### config.mk
export PLATFORM = sky130hd
export DESIGN_NAME = tile_stream_reader
export DESIGN_NICKNAME = d
export VERILOG_FILES = /design/src/rtl/tile_stream_reader.sv
export SDC_FILE = /design/constraint.sdc
export NUM_CORES = 1
export LEC_CHECK = 0
export ABC_AREA = 0
export ABC_CLOCK_PERIOD_IN_PS = 6210
export CAP_MARGIN = 20
export CORE_MARGIN = 5
export CORE_UTILIZATION = 32
export DETAILED_ROUTE_END_ITERATION = 16
export GPL_TIMING_DRIVEN = 0
export SYNTH_ARGS = -nofsm -noshare
export SYNTH_HDL_FRONTEND = slang
export SYNTH_SLANG_ARGS = --single-unit
export TNS_END_PERCENT = 10
### constraint.sdc
create_clock -name clk -period 6.21 [get_ports clk]
set_input_delay 1.242 -clock clk [delete_from_list [all_inputs] [get_ports clk]]
set_output_delay 1.242 -clock clk [all_outputs]
set_load 0.01 [all_outputs]
### src/rtl/tile_stream_reader.sv
// tile_stream_reader: streams a block of A/B word pairs out of two
// synchronous-read RAM banks. Each pair is shown for two cycles (phase 0/1)
// so it lines up with the downstream 2:1 mux select. The next pair's
// address is issued during phase 0 of the current pair.
//
// state   | meaning
// --------+---------------------------------------------------------------
// IDLE    | waiting for start; base_addr/len latched when start is seen
// FETCH   | first read issued to both banks
// WAIT    | first read data valid; captured into out_0/out_1
// P0      | pair presented, phase 0; next read issued if pairs remain
// P1      | pair presented, phase 1; captures the next pair or finishes
// DONE    | one-cycle done pulse

module tile_stream_reader #(
    parameter int WIDTH      = 16,
    parameter int ADDR_WIDTH = 10,
    parameter int LEN_WIDTH  = 10
) (
    input  logic                  clk,
    input  logic                  rst,
    input  logic                  start,
    input  logic [ADDR_WIDTH-1:0] base_addr,
    input  logic [LEN_WIDTH-1:0]  len,
    input  logic                  stall,
    output logic                  ram_en,
    output logic [ADDR_WIDTH-1:0] ram_addr,
    input  logic [WIDTH-1:0]      ram_dout_a,
    input  logic [WIDTH-1:0]      ram_dout_b,
    output logic [WIDTH-1:0]      out_0,
    output logic [WIDTH-1:0]      out_1,
    output logic                  out_valid,
    output logic                  phase,
    output logic                  busy,
    output logic                  done
);

    typedef enum logic [2:0] {
        S_IDLE,
        S_FETCH,
        S_WAIT,
        S_P0,
        S_P1,
        S_DONE
    } state_t;

    state_t                state_q, state_nxt;
    logic [ADDR_WIDTH-1:0] addr_q, addr_nxt;
    logic [ADDR_WIDTH-1:0] addr_hold_q;
    logic [LEN_WIDTH-1:0]  remain_q, remain_nxt;
    logic                  fetched_q, fetched_nxt;
    logic                  issue;
    logic                  capture;

    // Next-state, read-issue and capture decisions.
    always_comb begin
        state_nxt   = state_q;
        addr_nxt    = addr_q;
        remain_nxt  = remain_q;
        fetched_nxt = fetched_q;
        issue       = 1'b0;
        capture     = 1'b0;
        case (state_q)
            S_IDLE: begin
                if (start) begin
                    addr_nxt   = base_addr;
                    remain_nxt = len;
                    state_nxt  = (len == '0) ? S_DONE : S_FETCH;
                end
            end
            S_FETCH: begin
                issue     = 1'b1;
                state_nxt = S_WAIT;
            end
            S_WAIT: begin
                capture   = 1'b1;
                state_nxt = S_P0;
            end
            S_P0: begin
                if (!stall) begin
                    issue       = (remain_q != '0);
                    fetched_nxt = (remain_q != '0);
                    state_nxt   = S_P1;
                end
            end
            S_P1: begin
                // RAM holds its read data while ram_en is low, so a stalled
                // P1 can still capture the pair fetched back in P0.
                if (!stall) begin
                    if (fetched_q) begin
                        capture   = 1'b1;
                        state_nxt = S_P0;
                    end else begin
                        state_nxt = S_DONE;
                    end
                end
            end
            S_DONE: begin
                state_nxt = S_IDLE;
            end
            default: begin
                state_nxt = S_IDLE;
            end
        endcase
        if (issue) begin
            addr_nxt   = addr_q + ADDR_WIDTH'(1);
            remain_nxt = remain_q - LEN_WIDTH'(1);
        end
    end

    // State, address and remaining-count registers.
    always_ff @(posedge clk or posedge rst) begin
        if (rst) begin
            state_q     <= S_IDLE;
            addr_q      <= '0;
            addr_hold_q <= '0;
            remain_q    <= '0;
            fetched_q   <= 1'b0;
        end else begin
            state_q   <= state_nxt;
            addr_q    <= addr_nxt;
            remain_q  <= remain_nxt;
            fetched_q <= fetched_nxt;
            if (issue) begin
                addr_hold_q <= addr_q;
            end
        end
    end

    // Output pair registers; keep their last values once the block ends.
    always_ff @(posedge clk or posedge rst) begin
        if (rst) begin
            out_0 <= '0;
            out_1 <= '0;
        end else if (capture) begin
            out_0 <= ram_dout_a;
            out_1 <= ram_dout_b;
        end
    end

    // RAM address shows the live address while reading, else the last one issued.
    always_comb begin
        ram_en    = issue;
        ram_addr  = issue ? addr_q : addr_hold_q;
        out_valid = (state_q == S_P0) || (state_q == S_P1);
        phase     = (state_q == S_P1);
        busy      = (state_q != S_IDLE);
        done      = (state_q == S_DONE);
    end

endmodule

**After elaboration in Yosys (flattened, before gate mapping)**

Cells that the tools add are included.
Widths: inputs -> output; s select.

- Register bits: 66
- Input port bits: 56
- Output and inout port bits: 47
- Word-level logic and storage cells: 46

- Add/sub/neg operators: 2
- Equal/unequal tests: 8
- Multiplexer cells: 18
- Bitwise gates (word level): 1
- Reduce and logical (&&, ||, !) cells: 10

Operators by type and width:

| cell | count |
|---|---|
| $mux 10 | 7 |
| $mux 3 | 5 |
| $pmux 3 s5 | 1 |
| $add 10x1->10 const B | 1 |
| $logic_not 10->1 | 1 |
| $reduce_bool 10->1 | 1 |
| $sub 10x1->10 const B | 1 |
| $eq 3x2->1 const B | 2 |
| $eq 3x3->1 const B | 2 |
| $ne 2x2->1 const B | 3 |
| $pmux 1 s2 | 2 |
| $reduce_and 2->1 | 2 |
| $reduce_bool 2->1 | 2 |
| $eq 3x1->1 const B | 1 |
| $logic_not 3->1 | 1 |
| $mux 1 | 3 |
| $reduce_and 3->1 | 1 |
| $reduce_bool 3->1 | 1 |
| $logic_or 1x1->1 | 1 |
| $not 1->1 | 1 |

**Depth between registers and ports, before layout**

- Word-level depth: 5
- Mapped depth: 8
- Gate-level depth less buffers: 7

**Least setup slack after synthesis**

OpenSTA, ideal clock, no wires.

- Path type: input -> output
- From: input port stall
- To: output port ram_addr[1]
- Data arrival time: 2,281 ps
- Required time: 4,968 ps
- Slack: 2,687 ps
- Cell stages on the path: 5
- Path buffers: 1
- Cells stage by stage: and2_1 > nor2_1 > nand2_2 > buf_6 > mux2_1

- Word-level cells in the longest chain between the ends: 3

RTL lines:

| what | RTL line | RTL |
|---|---|---|
| start: declaration | 25 | `input logic stall,` |
| $mux 1 | 80 | `if (!stall) begin` |
| $pmux 1 s2 | 63 | `case (state_q)` |
| $mux 10 | n/a |  |
| end: declaration | 27 | `output logic [ADDR_WIDTH-1:0] ram_addr,` |

Every way passes these cells.

**Final worst setup path**

- From: input port stall
- To: output port ram_addr[6]

Same word-level chain as after synthesis.

==> flow_summary.ini <==
[die]
die-area_mm2 = 0.0120
die_w_um = 109
ios = 103
core_area_mm2 = 0.00968
initial_utilization_pct = 32.6
rows = 36
die_h_um = 109

[sta]
min_period_over_period_pct = 77.7
fin_crit_ns = 4.83
hold_violations = 0
fmax_ghz = 0.207
hold_ws_ns = 0.495
relSlewSlack_pct = 43.6
clock_skew_ns = 0.0136
finalSetupViolCount = 0
tns_ns = 0
drv_slew = 0
tightest_slew_ns = 0.846
rsz0062_at_grt = no
fin_ws_ns = 1.38

[clock_tree]
clock_latency_ns = 0.35
clock_sinks = 66
root_buffer = clkbuf_8
path_clk_slew_ns = 0.07
numCtsBuffers = 9
post_cts_resized = 0
cts_tree = done
cts_post_setup_buffers_inserted = 0
holdBufCountCts = 0
cts.path.max_buffers = 2
htree_levels = 3

[setup_path]
path_cells = clkdlybuf4s50_1 -> and2_1 -> nor2_1 -> nand2_2 -> buf_6 -> mux2_1 -> clkdlybuf4s50_1
crit_path_end_kind = output port
worstSetupPathType = input port to output port
max_stage_delay_ns = 0.54
reg2reg_setup_slack_ns = 3.85
path_max_fanout = 10
worst_r2r_path_depth = 7
reg2reg_to = addr_hold_q[7]
critPathArrivalTime_ns = 3.58
required_ns = 4.97
critical_path.most_common_cell = clkdlybuf4s50_1
reg2reg_from = remain_q[0]
cp_slowest_cell = clkdlybuf4s50_1
start_kind = input port

[final_layout]
antenna-diode-count = 0
final_cell_mix = clkdlybuf4s50_1 (102), dfrtp_1 (66), mux2_2 (35), nand2_1 (23), nand3_1 (16)
nets = 448
fillers = 920
fin_util_pct = 47.2
area_growth_syn_to_layout_pct = 44.8
drive_gt1_share_pct = 17.7
fin_area_mm2 = 0.00457
final_common_cell = clkdlybuf4s50_1

[drt]
drt.antenna.violating_nets = 0
vias = 2663
drt_first_pass_iters = 4
drt_iter0_markers = 94
wirelength_um = 8620
drc = 0
viasPerCell = 5.04
wire_per_inst_um = 16.3

[yosys]
synth_top_family_by_area = multiplexers
postSynthCellCount = 277
ys_seq_elements = 66
yosys.area_share.adder_pct = 0.792
synth-warning-count = 0
synth-compound-area-share_pct = 10.5
synthArstFlopShare_pct = 100
synth_xor_area_share_pct = 0
yosysSeqAreaShare_pct = 52.3
synth_cell_types = 52
synth.area.mux_share_pct = 16.6
synth_edf_count = 0
synth_ff_type = dfrtp_1
syn_nets = 335
synthSimpleGateAreaFrac_pct = 16.1
netlist_area_mm2 = 0.00316
avgSynthCellArea_um2 = 11.4

[placement]
hpwlAfterDp_um = 6190
place.gp.congestion = 0.888
place_ws_ns = 1.35
port_buffers = 102
dpl_cell_area_mm2 = 0.00435

[hold_path]
whs_endpoint = addr_hold_q[5]
hp-class = flip-flop to flip-flop
holdPathStages = 1
min_from = addr_hold_q[5]

[grt]
antenna_found_initial = 0
track_usage_pct = 15.3
grt_overflow = 0
grt_pass1_vias = 2887
grt_first_pass_wirelength_um = 14300
grt_max_degree = 67

[power_and_ir_drop]
power.leakage_nw = 1.85
powerDensity_mw_per_mm2 = 517
vdd_drop_max_v = 0.000219

[run_status]
status = completed

[flow_run]
drv_cap = 0
[power by group]
| part | total, mW | switching (mW) | internal (mW) |
|---|---|---|---|
| Clock | 0.412 | 0.183 | 0.230 |
| Combinational | 1.17 | 0.524 | 0.642 |
| Sequential | 0.786 | 0.146 | 0.640 |
[metrics by stage]
step / std cells / total power [mW]
5_1_grt: 528 / 2.54
3_3_place_gp: 512 / 1.95
4_1_cts: 528 / 2.40
2_1_floorplan: 277 / 1.43
6_report: 528 / 2.36
3_5_place_dp: 512 / 1.97
[worst max-delay path by stage]
stage | from | to | slack (ns)
after floorplan | stall | ram_addr[1] | 2.69
after global placement | stall | ram_addr[7] | 1.35
after global routing | stall | ram_addr[6] | 1.24
final | stall | ram_addr[6] | 1.38
after detailed placement | stall | ram_addr[6] | 1.35
after CTS | stall | ram_addr[6] | 1.35
[Yosys cell counts, types with 2 or more instances]
cell type,count,area [um2]
a21boi_0,2,15.0
a21oi_1,5,25.0
a32oi_1,3,26.3
and3_1,5,31.3
and4_1,2,17.5
buf_2,5,25.0
buf_4,3,22.5
buf_6,2,22.5
clkbuf_1,2,7.51
dfrtp_1,66,1650
ha_1,2,25.0
inv_1,9,33.8
mux2_1,8,90.1
mux2_2,35,394
mux2i_1,4,40.0
nand2_1,23,86.3
nand3_1,16,80.1
nand4_1,4,25.0
nor2_1,12,45.0
nor2b_1,2,12.5
nor3_1,11,55.1
nor4_1,2,12.5
o211ai_1,6,45.0
o21ai_0,13,65.1
o311ai_0,3,26.3
o31ai_1,3,22.5
or4_1,3,22.5
or4b_1,2,20.0
[worst max-delay path, delay by kind of cell]
kind | cells | cell delay, ns
buf+inv | 3 | 1.22
mux | 1 | 0.33
simple gates | 3 | 0.79
[area by class of cell]
type                    instances  area [um2]  area share (%)
repair buffers                102        1020            22.3
clock inverters                 7         100            2.19
multi-input cells             189        1390            30.4
flip-flops and latches         66        1650            36.1
plain buffers                  12        77.6            1.70
well taps                     133         166            3.64
inverters                      10        40.0           0.876
clock buffers                   9         124            2.71
[metal layers]
metal	vias to the layer above	share of wire, %	GRT usage [%]
met5	-	0	0
met2	106	46	23.8
met4	0	2.2	5.61
li1	1255	-	-
met1	1283	42	19.2
met3	19	9.3	6.11
[flip-flops by register name (all words and copies together) (netlist names)]
register and count:
out_0 16, fetched_q 1, addr_q 10, addr_hold_q 10, out_1 16, remain_q 10, state_q 3
[logic make-up after synthesis]
kind of cell	after synthesis
compound gates	47
flops	66
simple gates	93
fa+ha+maj	2
buf+inv	22
mux	47
(Power assumes the default switching activity.)
